===== src/rtl/gate_unit_arbiter.sv =====
// Round-robin arbiter sharing one bitwise logic unit between NUM_REQ requesters.
// One operation in flight; result returned with the owning requester id.
module gate_unit_arbiter #(
    parameter int unsigned NUM_REQ = 4,
    parameter int unsigned WIDTH   = 8,
    localparam int unsigned IDW    = $clog2(NUM_REQ)
) (
    input  logic                     clk,
    input  logic                     rst_n,
    input  logic [NUM_REQ-1:0]       req_valid,
    output logic [NUM_REQ-1:0]       req_ready,
    input  logic [3*NUM_REQ-1:0]     req_op,
    input  logic [WIDTH*NUM_REQ-1:0] req_a,
    input  logic [WIDTH*NUM_REQ-1:0] req_b,
    output logic                     rsp_valid,
    input  logic                     rsp_ready,
    output logic [IDW-1:0]           rsp_id,
    output logic [WIDTH-1:0]         rsp_data,
    output logic                     busy
);

    typedef enum logic [1:0] {
        S_IDLE = 2'd0,
        S_EXEC = 2'd1,
        S_RESP = 2'd2
    } state_t;

    state_t           r_state;
    logic [IDW-1:0]   r_rr_ptr;
    logic [IDW-1:0]   r_id;
    logic [2:0]       r_op;
    logic [WIDTH-1:0] r_a;
    logic [WIDTH-1:0] r_b;
    logic             r_rsp_valid;
    logic [IDW-1:0]   r_rsp_id;
    logic [WIDTH-1:0] r_rsp_data;
    logic             r_busy;

    logic             w_found;
    logic [IDW-1:0]   w_winner;
    logic [IDW-1:0]   w_next_ptr;
    logic [2:0]       w_sel_op;
    logic [WIDTH-1:0] w_sel_a;
    logic [WIDTH-1:0] w_sel_b;
    logic [WIDTH-1:0] w_result;
    logic             w_accept;

    // Two-pass scan: first indices at or above rr_ptr, then wrap to the low ones.
    always_comb begin
        w_found  = 1'b0;
        w_winner = '0;
        w_sel_op = '0;
        w_sel_a  = '0;
        w_sel_b  = '0;
        for (int unsigned i = 0; i < NUM_REQ; i++) begin
            if (!w_found && req_valid[i] && (IDW'(i) >= r_rr_ptr)) begin
                w_found  = 1'b1;
                w_winner = IDW'(i);
                w_sel_op = req_op[3*i +: 3];
                w_sel_a  = req_a[WIDTH*i +: WIDTH];
                w_sel_b  = req_b[WIDTH*i +: WIDTH];
            end
        end
        for (int unsigned i = 0; i < NUM_REQ; i++) begin
            if (!w_found && req_valid[i]) begin
                w_found  = 1'b1;
                w_winner = IDW'(i);
                w_sel_op = req_op[3*i +: 3];
                w_sel_a  = req_a[WIDTH*i +: WIDTH];
                w_sel_b  = req_b[WIDTH*i +: WIDTH];
            end
        end
    end

    assign w_accept   = rst_n && (r_state == S_IDLE) && w_found;
    assign w_next_ptr = (w_winner == IDW'(NUM_REQ - 1)) ? '0 : w_winner + IDW'(1);
    assign req_ready  = w_accept ? (NUM_REQ'(1) << w_winner) : '0;

    always_comb begin
        w_result = '0;
        case (r_op)
            3'b000:  w_result = r_a & r_b;
            3'b001:  w_result = r_a | r_b;
            3'b010:  w_result = ~r_a;
            3'b011:  w_result = ~r_b;
            3'b100:  w_result = ~(r_a & r_b);
            3'b101:  w_result = ~(r_a | r_b);
            3'b110:  w_result = r_a ^ r_b;
            default: w_result = ~(r_a ^ r_b);
        endcase
    end

    // IDLE -> EXEC -> RESP -> IDLE; reset discards any in-flight operation.
    always_ff @(posedge clk or negedge rst_n) begin
        if (!rst_n) begin
            r_state     <= S_IDLE;
            r_rr_ptr    <= '0;
            r_id        <= '0;
            r_op        <= '0;
            r_a         <= '0;
            r_b         <= '0;
            r_rsp_valid <= 1'b0;
            r_rsp_id    <= '0;
            r_rsp_data  <= '0;
            r_busy      <= 1'b0;
        end else begin
            case (r_state)
                S_IDLE: begin
                    if (w_accept) begin
                        r_op     <= w_sel_op;
                        r_a      <= w_sel_a;
                        r_b      <= w_sel_b;
                        r_id     <= w_winner;
                        r_rr_ptr <= w_next_ptr;
                        r_state  <= S_EXEC;
                        r_busy   <= 1'b1;
                    end
                end
                S_EXEC: begin
                    r_rsp_data  <= w_result;
                    r_rsp_id    <= r_id;
                    r_rsp_valid <= 1'b1;
                    r_state     <= S_RESP;
                end
                S_RESP: begin
                    if (rsp_ready) begin
                        r_rsp_valid <= 1'b0;
                        r_state     <= S_IDLE;
                        r_busy      <= 1'b0;
                    end
                end
                default: begin
                    r_state     <= S_IDLE;
                    r_rsp_valid <= 1'b0;
                    r_busy      <= 1'b0;
                end
            endcase
        end
    end

    assign rsp_valid = r_rsp_valid;
    assign rsp_id    = r_rsp_id;
    assign rsp_data  = r_rsp_data;
    assign busy      = r_busy;

endmodule


===== config.mk =====
export PLATFORM = sky130hd
export DESIGN_NAME = gate_unit_arbiter
export DESIGN_NICKNAME = d
export VERILOG_FILES = /design/src/rtl/gate_unit_arbiter.sv
export SDC_FILE = /design/constraint.sdc
export NUM_CORES = 1
export LEC_CHECK = 0
export CELL_PAD_IN_SITES_DETAIL_PLACEMENT = 1
export CELL_PAD_IN_SITES_GLOBAL_PLACEMENT = 1
export CORE_UTILIZATION = 37
export CTS_BUF_LIST = sky130_fd_sc_hd__clkbuf_4
export DETAILED_ROUTE_END_ITERATION = 8
export PLACE_DENSITY_LB_ADDON = 0.1
export SLEW_MARGIN = 10
export SYNTH_ARGS = -nofsm -noshare
export SYNTH_HDL_FRONTEND = slang
export SYNTH_SLANG_ARGS = --single-unit

===== constraint.sdc =====
create_clock -name clk -period 2.71 [get_ports clk]
set_clock_uncertainty 0.15 [all_clocks]
set_input_delay 0.542 -clock clk [delete_from_list [all_inputs] [get_ports clk]]
set_output_delay 0.542 -clock clk [all_outputs]
set_load 0.005 [all_outputs]

==> reports/summary.txt, run 1 <==
FINAL LAYOUT
------------------------------------------------------------------------------
Leading cell type in the layout, fill and taps excluded           sky130_fd_sc_hd__clkdlybuf4s50_1
Antenna diode instance count                                                 0
Post-route cell area                                                  4980 um2
Leading cell types in the layout, fill and taps excluded          sky130_fd_sc_hd__clkdlybuf4s50_1 (89), sky130_fd_sc_hd__a21oi_1 (46), sky130_fd_sc_hd__dfrtp_1 (35)
Layout cells sized above 1                                               19.8%
Total Nets Final                                                           632
Synthesis-to-finish area growth                                          37.5%

POWER
------------------------------------------------------------------------------
Power Density                                                       834 nW/um2
Total power after layout                                               4160 uW
Worst VDD drop                                                      0.000281 V
Leakage power figure                                                0.00209 uW

CTS
------------------------------------------------------------------------------
Deepest clock path buffer count                                              2
Clk pin slew, worst setup/hold paths                                    120 ps
CTS root buffer                                                   sky130_fd_sc_hd__clkbuf_4
Number of buffers created by CTS                                             5
CTS tree                                                                  done
Number of clock sinks                                                       37
Clock latency at the later pin of the worst-skew pair                   350 ps
CTS HTree Levels                                                             2

LOGIC SYNTHESIS
------------------------------------------------------------------------------
Count of different cell masters after synthesis                             51
Post-synthesis async set-or-reset flop share                              100%
Cell Area, Synth                                                      3620 um2
Mean Syn Cell Area                                                    8.45 um2
Syn Nets                                                                   532
Gate count after technology mapping                                        429
Synthesized flop and latch total                                            37
Synthesis Warnings                                                           0
EDFF count, synth                                                            0
Share of the yosys chip area belonging to registers                      25.5%
Dominant register cell in the synthesized netlist                 sky130_fd_sc_hd__dfrtp_1

ROUTING
------------------------------------------------------------------------------
WL final                                                              12000 um
Remaining antenna violation count after routing                              0
Number of detailed-routing iterations run before antenna repair              4
Count of vias placed by the detailed router                               3721
Starting DRC count in detailed routing                                     185
Wirelength per Cell                                                    18.2 um
Number of remaining DRC errors                                               0
Average vias per placed instance                                          5.65

DIE
------------------------------------------------------------------------------
Core area                                                             9370 um2
Count of standard-cell rows                                                 35
Effective utilization at floorplan                                       38.7%
# IOs                                                                       99
Die area                                                             10200 um2
X dimension of the die                                                  101 um
Chip Height                                                             101 um

CRITICAL PATH
------------------------------------------------------------------------------
Critical path type                                                register to primary output
Startpoint class of the critical path                                 register
Cell repeated most along the worst path                           sky130_fd_sc_hd__buf_4
Arrival time worst endpoint                                            1990 ps
Critical path required time                                            2020 ps
Highest cell delay on the worst timing path                             470 ps
Number of buffers and inverters on the critical path                         4
Family with the most delay on the worst path                      buffers and inverters
Cell with the largest stage delay on the worst path               sky130_fd_sc_hd__dfrtp_2
Worst Setup End Kind                                              primary output
Largest fanout on the critical path                                          5
Critical path cell sequence                                       nand2b_4 > nor2_4 > a211oi_2 > buf_4 > buf_4 > buf_4 > ha_4 > and2_4 > buf_6

PLACED DESIGN
------------------------------------------------------------------------------
Sum of net half-perimeters after detailed placement                    9160 um
Instance area at placement                                            4810 um2
Port Buffers                                                                98
Final estimated routing congestion in global placement                   0.803
Minimum setup slack after placement                                    -639 ps

TIMING
------------------------------------------------------------------------------
RSZ-0062 raised after global routing                                       yes
Final Max Slew Viols                                                         0
Post-layout min period                                                 2680 ps
Hold violation total from the final report                                   0
Final worst-path cycle share                                             98.9%
Relative max-transition margin                                           32.7%
Achievable Freq                                                      0.373 GHz
Setup slack after layout                                               28.6 ps
Worst Tran Pin Value                                                   1010 ps
Final setup vio count                                                        0

FLOW RUN
------------------------------------------------------------------------------
Total of max-cap violations                                                  0

STATUS
------------------------------------------------------------------------------
Run status                                                        finished, final reports clean

GLOBAL ROUTE
------------------------------------------------------------------------------
Vias in the first global route                                            3904
Global-route wire length before repair                                19500 um
Maximum number of pins on one net before global-route repair                38
Gr ovfl total                                                                0
All-Layer GR Usage                                                       24.3%
Antenna violations before repair                                             0

HOLD PATH
------------------------------------------------------------------------------
Path class of the lowest-slack min-delay path                     input port to async pin

## worst paths after layout
| check | end | slack (ps) | cells past startpoint | start |
|---|---|---|---|---|
| min | r_id[1] | 80 | 2 | rst_n |
| max reg2reg | r_a[1] | 190 | 6 | r_rr_ptr[0] |
| min in group clk | rsp_data[7] | 340 | 2 | rsp_data[7] |
| max in group asynchronous | r_rr_ptr[1] | 1980 | 2 | rst_n |
| min reg2reg | rsp_data[7] | 340 | 2 | rsp_data[7] |
| max | req_ready[3] | 30 | 9 | r_rr_ptr[0] |
## cells by family (layout without fill, tap and decap cells)
group / count (synthesis) / count (layout) / synth area share [%]
AO/OA/AOI/OAI: 144 / 144 / 28.6
adder cells (fa/ha/maj): 20 / 20 / 6.90
AND/OR/NAND/NOR: 132 / 132 / 20.7
multiplexers: 20 / 20 / 8.39
flip-flops: 37 / 37 / 25.5
buffers and inverters: 76 / 177 / 9.87
## area by class of cell
cell class                      count  area [um2]
Sequential cell                    37         928
Fill cell                        1147        4390
Clock inverter                      3        17.5
Clock buffer                        5        37.5
Inverter                           33         136
Timing Repair Buffer              136        1300
Multi-Input combinational cell    316        2400
Tap cell                          129         161
## state kept, by name, summed over array words and instances (netlist names), 2 cells and up
name	count
r_b	8
r_a	8
r_rr_ptr	2
r_op	3
rsp_id	2
rsp_data	8
r_id	2
r_state	2
## per-stage QoR
| stage | hold WS, ps | utilization [%] | setup TNS, ps | std cells |
|---|---|---|---|---|
| after floorplan | 96.4 | - | 0 | 429 |
| after global placement | 311 | 51.3 | -7420 | 642 |
| after detailed placement | 315 | 51.3 | -9240 | 642 |
| after CTS | 95.3 | 52.8 | -250 | 656 |
| after global routing | 104 | 53.2 | -118 | 659 |
| final | 80.2 | 53.2 | 0 | 659 |
## per-layer routing
metal / up-vias / track usage, % / share of wire, % / routed length (um)
met4: 0 / 4.24 / 0.90 / 108
met5: - / 0 / 0 / 0
li1: 1788 / - / - / -
met1: 1820 / 32.5 / 45 / 5420
met2: 106 / 41.9 / 48 / 5760
met3: 7 / 3.74 / 5.7 / 683
## synthesized netlist by cell type, types with 2 or more instances
master                     count  area [um2]
sky130_fd_sc_hd__ha_1         20         250
sky130_fd_sc_hd__buf_2        13        65.1
sky130_fd_sc_hd__clkbuf_1     21        78.8
sky130_fd_sc_hd__o31ai_1      15         113
sky130_fd_sc_hd__nand4_1       3        18.8
sky130_fd_sc_hd__a211oi_1      8        60.1
sky130_fd_sc_hd__o22ai_1       3        18.8
sky130_fd_sc_hd__clkbuf_2      2        10.0
sky130_fd_sc_hd__a31oi_1       3        18.8
sky130_fd_sc_hd__nand4b_1     17         149
sky130_fd_sc_hd__mux4_2        8         180
sky130_fd_sc_hd__buf_6         5        56.3
sky130_fd_sc_hd__a211oi_2     10         125
sky130_fd_sc_hd__o21ai_0      21         105
sky130_fd_sc_hd__and2_1       13        81.3
sky130_fd_sc_hd__and3_1       18         113
sky130_fd_sc_hd__nand2b_1      3        18.8
sky130_fd_sc_hd__nand2_1      35         131
sky130_fd_sc_hd__and3b_1       2        17.5
sky130_fd_sc_hd__o221ai_1     17         149
sky130_fd_sc_hd__mux2_2        3        33.8
sky130_fd_sc_hd__a21oi_1      46         230
sky130_fd_sc_hd__inv_1        32         120
sky130_fd_sc_hd__dfrtp_1      37         926
sky130_fd_sc_hd__nor2_1       14        52.6
sky130_fd_sc_hd__nand3_1      18        90.1
sky130_fd_sc_hd__mux2i_1       9        90.1
sky130_fd_sc_hd__o31ai_2      10         125
## worst register-to-register path, delay by kind of cell (launching register included)
family	cells	cell delay, ps
buf+inv	1	260
compound gates	3	630
simple gates	2	950
flops	1	440
## report_power, final
group	internal, uW	switching (uW)
Clock	98.0	203
Sequential	806	353
Combinational	1370	1330
## what timing repair did
| action | CTS | global route |
|---|---|---|
| resized for setup | 29 | 17 |
| cloned | 0 | 0 |
| buffers inserted | 6 | 3 |
| setup endpoints to repair | 8 | 4 |
| hold buffers | 0 | 0 |
| pin swaps | 3 | 3 |
No activity file was read; power rests on OpenSTA's default activity.
==> run 2, diff against run 1 <==
--- a/config.mk
+++ b/config.mk
@@ -7,6 +7,7 @@
 export LEC_CHECK = 0
 export CELL_PAD_IN_SITES_DETAIL_PLACEMENT = 1
 export CELL_PAD_IN_SITES_GLOBAL_PLACEMENT = 1
+export CORE_ASPECT_RATIO = 0.5
 export CORE_UTILIZATION = 37
 export CTS_BUF_LIST = sky130_fd_sc_hd__clkbuf_4
 export DETAILED_ROUTE_END_ITERATION = 8
@@ -15,3 +16,4 @@
 export SYNTH_ARGS = -nofsm -noshare
 export SYNTH_HDL_FRONTEND = slang
 export SYNTH_SLANG_ARGS = --single-unit
+export TNS_END_PERCENT = 100
==> run 2 against run 1 <==
Effect of this change: the run now ends with negative setup slack left; via count barely moved; largest power group unchanged; critical endpoint unchanged; largest cell class unchanged; sequential cell count did not move; highest routed layer unchanged; critical path type unchanged; setup slack got worse by 34 ps.
==> reports/summary.txt, run 2 (synthesized netlist as in run 1, its figures left out) <==
GLOBAL ROUTE
------------------------------------------------------------------------------
Maximum number of pins on one net before global-route repair                38
Antenna violations before repair                                             0
Global-route wire length before repair                                20100 um
All-Layer GR Usage                                                       25.7%
Vias in the first global route                                            3788
Gr ovfl total                                                                0

CTS
------------------------------------------------------------------------------
Clk pin slew, worst setup/hold paths                                    140 ps
Clock latency at the later pin of the worst-skew pair                   370 ps
CTS tree                                                                  done
CTS root buffer                                                   sky130_fd_sc_hd__clkbuf_4
CTS HTree Levels                                                             2
Number of clock sinks                                                       37
Number of buffers created by CTS                                             5
Deepest clock path buffer count                                              2

DIE
------------------------------------------------------------------------------
Chip Height                                                            72.0 um
X dimension of the die                                                  142 um
Core area                                                             9480 um2
Effective utilization at floorplan                                       38.2%
Die area                                                             10200 um2
# IOs                                                                       99
Count of standard-cell rows                                                 25

CRITICAL PATH
------------------------------------------------------------------------------
Largest fanout on the critical path                                          6
Worst Setup End Kind                                              primary output
Critical path required time                                            2020 ps
Arrival time worst endpoint                                            2020 ps
Worst reg2reg path depth                                                     7
Startpoint class of the critical path                                 register
Critical path type                                                register to primary output
Reg2reg start                                                      r_rr_ptr[1]
Source of the critical timing path                                 r_rr_ptr[1]

TIMING
------------------------------------------------------------------------------
Setup slack after layout                                              -5.00 ps
Worst Tran Pin Value                                                    696 ps
RSZ-0062 raised after global routing                                       yes
Final setup vio count                                                        1
Final Max Slew Viols                                                         0
Achievable Freq                                                      0.368 GHz
Post-layout min period                                                 2720 ps
Hold violation total from the final report                                   0
Final worst-path cycle share                                              100%
Relative max-transition margin                                           53.6%

POWER
------------------------------------------------------------------------------
Power spent charging and discharging nets                              1970 uW
Pint                                                                   2470 uW
Gate power share                                                         63.7%
Leakage power figure                                                0.00214 uW
Switching power share of the total                                       44.4%
Power Density                                                       870 nW/um2
Clock group share of total power                                         11.6%
Worst VDD drop                                                      0.000301 V
Sequential share of power                                                24.8%

STATUS
------------------------------------------------------------------------------
Run status                                                        complete, but fails checks
Violations in the final reports                                   negative setup slack

ROUTING
------------------------------------------------------------------------------
Wirelength per Cell                                                    18.9 um
Starting DRC count in detailed routing                                     131
Average vias per placed instance                                          5.52
Number of detailed-routing iterations run before antenna repair              4
Count of vias placed by the detailed router                               3722
WL final                                                              12700 um
Number of remaining DRC errors                                               0
Remaining antenna violation count after routing                              0

FINAL LAYOUT
------------------------------------------------------------------------------
Synthesis-to-finish area growth                                          40.7%
Final core utilization                                                   53.8%
Antenna diode instance count                                                 0
Leading cell types in the layout, fill and taps excluded          sky130_fd_sc_hd__clkdlybuf4s50_1 (89), sky130_fd_sc_hd__a21oi_1 (45), sky130_fd_sc_hd__buf_4 (44)
Layout cells sized above 1                                               21.3%
Total Nets Final                                                           641
Leading cell type in the layout, fill and taps excluded           sky130_fd_sc_hd__clkdlybuf4s50_1

PLACED DESIGN
------------------------------------------------------------------------------
Minimum setup slack after placement                                    -629 ps
Sum of net half-perimeters after detailed placement                    9500 um
Final estimated routing congestion in global placement                   0.773
Port Buffers                                                                98

FLOW RUN
------------------------------------------------------------------------------
Total of max-cap violations                                                  0

HOLD PATH
------------------------------------------------------------------------------
Path class of the lowest-slack min-delay path                     input port to async pin

-- run 2: changes by cell type in the layout (fill, tap and decap cells not counted), sizes merged --
cell,previous run,this run
clkbuf,8,7
clkinv,3,2
dlygate4sd2,1,2
bufinv,0,2
buf,41,50
clkinvlp,1,0
-- run 2: power by group through the flow --
stage	Sequential, uW	Clock, uW	Combinational [uW]
after CTS	1090	527	2770
final	1100	513	2820
after global placement	1090	0	2590
after detailed placement	1110	0	2680
after floorplan	970	0	1860
after global routing	1140	546	3140
-- run 2: timing repair --
| action | 4_1_cts | 5_1_grt |
|---|---|---|
| pin swaps | 2 | 4 |
| setup buffers | 7 | 1 |
| gates resized for setup | 25 | 23 |
| hold buffers | 0 | 0 |
| cloned | 0 | 0 |
| setup endpoints to repair | 16 | 6 |
-- run 2: critical path, cell delays in order (launching register included) --
cell	delay (ps)
sky130_fd_sc_hd__dfrtp_2	470
sky130_fd_sc_hd__nand3_1	110
sky130_fd_sc_hd__a21oi_2	180
sky130_fd_sc_hd__a211oi_2	60
sky130_fd_sc_hd__buf_4	140
sky130_fd_sc_hd__buf_4	130
sky130_fd_sc_hd__ha_1	170
sky130_fd_sc_hd__and2_1	140
sky130_fd_sc_hd__dlygate4sd2_1	260
-- run 2: per-stage QoR --
stage          hold WS, ps  setup TNS [ps]  area [um2]  cells  power (uW)
2_1_floorplan         96.4               0        3620    429        2830
3_3_place_gp           313           -9210        4870    658        3680
3_5_place_dp           322          -10130        4870    658        3780
4_1_cts               82.7           -83.9        5040    673        4390
5_1_grt                101            -289        5100    674        4830
6_report              71.1           -5.00        5100    674        4440
-- run 2: area by class of cell --
type | instances | area (um2)
clock buffer | 5 | 37.5
inverter | 33 | 139
tap | 135 | 169
fill | 1161 | 4380
sequential | 37 | 927
clock inverter | 3 | 65.1
multi-input combinational | 316 | 2420
timing repair buffer | 145 | 1340
-- run 2: metal layers --
layer	wire, um	share of wire [%]	global-route usage, %	vias to the layer above
li1	-	-	-	1810
met4	156	1.2	4.90	0
met5	0	0	0	-
met1	5930	47	35.6	1784
met3	906	7.1	4.03	16
met2	5740	45	43.0	112
-- run 2: worst paths after layout --
kind	slack (ps)	to
max	-5	req_ready[3]
min	70	rsp_data[3]
max reg2reg	360	r_a[7]
min reg2reg	340	rsp_data[0]
max in group asynchronous	1960	r_rr_ptr[1]
min in group clk	340	rsp_data[0]
==> run 3, diff against run 2 <==
--- a/config.mk
+++ b/config.mk
@@ -12,6 +12,7 @@
 export CTS_BUF_LIST = sky130_fd_sc_hd__clkbuf_4
 export DETAILED_ROUTE_END_ITERATION = 8
 export PLACE_DENSITY_LB_ADDON = 0.1
+export SKIP_CTS_REPAIR_TIMING = 1
 export SLEW_MARGIN = 10
 export SYNTH_ARGS = -nofsm -noshare
 export SYNTH_HDL_FRONTEND = slang
==> run 3 against run 2 <==
Effect of this change: the flow now finishes without violations; first-iteration DRC count is 4.6% lower; register-to-register slack improved by 40 ps; critical endpoint is now req_ready[0]; sequential cell count unchanged; largest power group unchanged; highest routed layer unchanged; sequential power hardly changed; utilization down 0.53 points; maximum frequency is 2.3% higher; power decreased by 2.2%; critical path depth is the same.
==> reports/summary.txt, run 3 (synthesized netlist as in run 1, its figures left out) <==
FINAL LAYOUT
------------------------------------------------------------------------------
Leading cell types in the layout, fill and taps excluded          sky130_fd_sc_hd__clkdlybuf4s50_1 (89), sky130_fd_sc_hd__a21oi_1 (45), sky130_fd_sc_hd__buf_4 (41)
Synthesis-to-finish area growth                                          39.4%
Antenna diode instance count                                                 0
Total Nets Final                                                           637
Leading cell type in the layout, fill and taps excluded           sky130_fd_sc_hd__clkdlybuf4s50_1
Final core utilization                                                   53.3%
Layout cells sized above 1                                               18.7%

CRITICAL PATH
------------------------------------------------------------------------------
Highest cell delay on the worst timing path                             480 ps
Arrival time worst endpoint                                            1960 ps
Critical path type                                                register to primary output
Worst Setup End Kind                                              primary output
Cell with the largest stage delay on the worst path               sky130_fd_sc_hd__dfrtp_2
Largest fanout on the critical path                                          6
Setup slack, reg-to-reg                                                 400 ps
Critical path cell sequence                                       nand3_2 > a21oi_2 > a211oi_2 > inv_1 > buf_4 > ha_1 > and2_1 > dlymetal6s2s_1
Reg2reg start                                                      r_rr_ptr[1]
Critical path required time                                            2020 ps
Worst reg2reg path depth                                                     7
Worst reg2reg path endpoint                                             r_b[3]
Startpoint class of the critical path                                 register

HOLD PATH
------------------------------------------------------------------------------
Path class of the lowest-slack min-delay path                     input port to async pin

DIE
------------------------------------------------------------------------------
# IOs                                                                       99
Count of standard-cell rows                                                 25
Chip Height                                                            72.0 um
Effective utilization at floorplan                                       38.2%
X dimension of the die                                                  142 um
Core area                                                             9480 um2
Die area                                                             10200 um2

FLOW RUN
------------------------------------------------------------------------------
Total of max-cap violations                                                  0

ROUTING
------------------------------------------------------------------------------
Remaining antenna violation count after routing                              0
Count of vias placed by the detailed router                               3674
WL final                                                              12400 um
Average vias per placed instance                                          5.48
Number of detailed-routing iterations run before antenna repair              4
Wirelength per Cell                                                    18.5 um
M1 WL                                                                  6020 um
Met2 layer wire length in the routed design                            5660 um
Number of remaining DRC errors                                               0
Top routing layer in use                                                  met4
WL met3                                                                 574 um
Starting DRC count in detailed routing                                     125

GLOBAL ROUTE
------------------------------------------------------------------------------
Maximum number of pins on one net before global-route repair                38
All-Layer GR Usage                                                       25.2%
Gr ovfl total                                                                0
Antenna violations before repair                                             0
Global-route wire length before repair                                19800 um
Vias in the first global route                                            3722

PLACED DESIGN
------------------------------------------------------------------------------
Sum of net half-perimeters after detailed placement                    9500 um
Port Buffers                                                                98
Final estimated routing congestion in global placement                   0.773

TIMING
------------------------------------------------------------------------------
Final worst-path cycle share                                             97.9%
Final Max Slew Viols                                                         0
Post-layout min period                                                 2650 ps
Final setup vio count                                                        0
Relative max-transition margin                                           53.8%
RSZ-0062 raised after global routing                                       yes
Hold violation total from the final report                                   0
Achievable Freq                                                      0.377 GHz
Worst Tran Pin Value                                                    692 ps

CTS
------------------------------------------------------------------------------
Clock latency at the later pin of the worst-skew pair                   380 ps
CTS tree                                                                  done
CTS HTree Levels                                                             2
Number of clock sinks                                                       37
Deepest clock path buffer count                                              2
Number of buffers created by CTS                                             5
Clk pin slew, worst setup/hold paths                                    140 ps
CTS root buffer                                                   sky130_fd_sc_hd__clkbuf_4

POWER
------------------------------------------------------------------------------
Leakage power figure                                                0.00220 uW
Worst VDD drop                                                      0.000297 V
Power Density                                                       859 nW/um2
Total power after layout                                               4340 uW

STATUS
------------------------------------------------------------------------------
Run status                                                        finished, final reports clean

==> run 3: per-layer routing <==
layer | global-route usage, % | vias up
li1 | - | 1799
met1 | 35.3 | 1776
met2 | 41.5 | 85
met3 | 4.03 | 14
met4 | 4.90 | 0
met5 | 0 | -
==> run 3: power breakdown <==
part	total (uW)	switching [uW]	leakage [uW]	internal [uW]
clock	514	229	0.0000552	285
sequential	1100	296	0.000455	807
combinational	2720	1400	0.00169	1330
==> run 3: area by class of cell <==
type / instances / area (um2)
tap: 135 / 169
timing repair buffer: 141 / 1340
clock buffer: 5 / 37.5
sequential: 37 / 928
multi-input combinational: 316 / 2380
fill: 1161 / 4430
inverter: 33 / 136
clock inverter: 3 / 65.1
==> run 3: metrics by stage <==
stage          hold WS (ps)  cells  setup WS, ps  cell area (um2)  TNS (ps)
5_1_grt                 101    670         -87.3             5050      -125
3_5_place_dp            322    658          -629             4870    -10130
6_report               70.3    670          55.8             5050         0
4_1_cts                82.7    666          -660             4970     -2800
2_1_floorplan          96.4    429           246             3620         0
3_3_place_gp            313    658          -608             4870     -9210
==> run 3: how the worst max path moves through the flow <==
stage,slack (ps),from,depth (start not counted),endpoint
after detailed placement,-630,req_valid[3],9,req_ready[2]
after global placement,-610,req_valid[3],9,req_ready[2]
after CTS,-660,req_valid[3],9,req_ready[2]
after floorplan,250,req_valid[3],7,req_ready[1]
final,60,r_rr_ptr[0],8,req_ready[0]
after global routing,-90,r_rr_ptr[0],8,req_ready[0]
==> run 3: critical path: cells and delay by family (launching register included) <==
kind | cells | cell delay [ps]
AO/OA/AOI/OAI | 2 | 330
adder cells (fa/ha/maj) | 1 | 160
buffers and inverters | 3 | 390
flip-flops | 1 | 480
AND/OR/NAND/NOR | 2 | 220
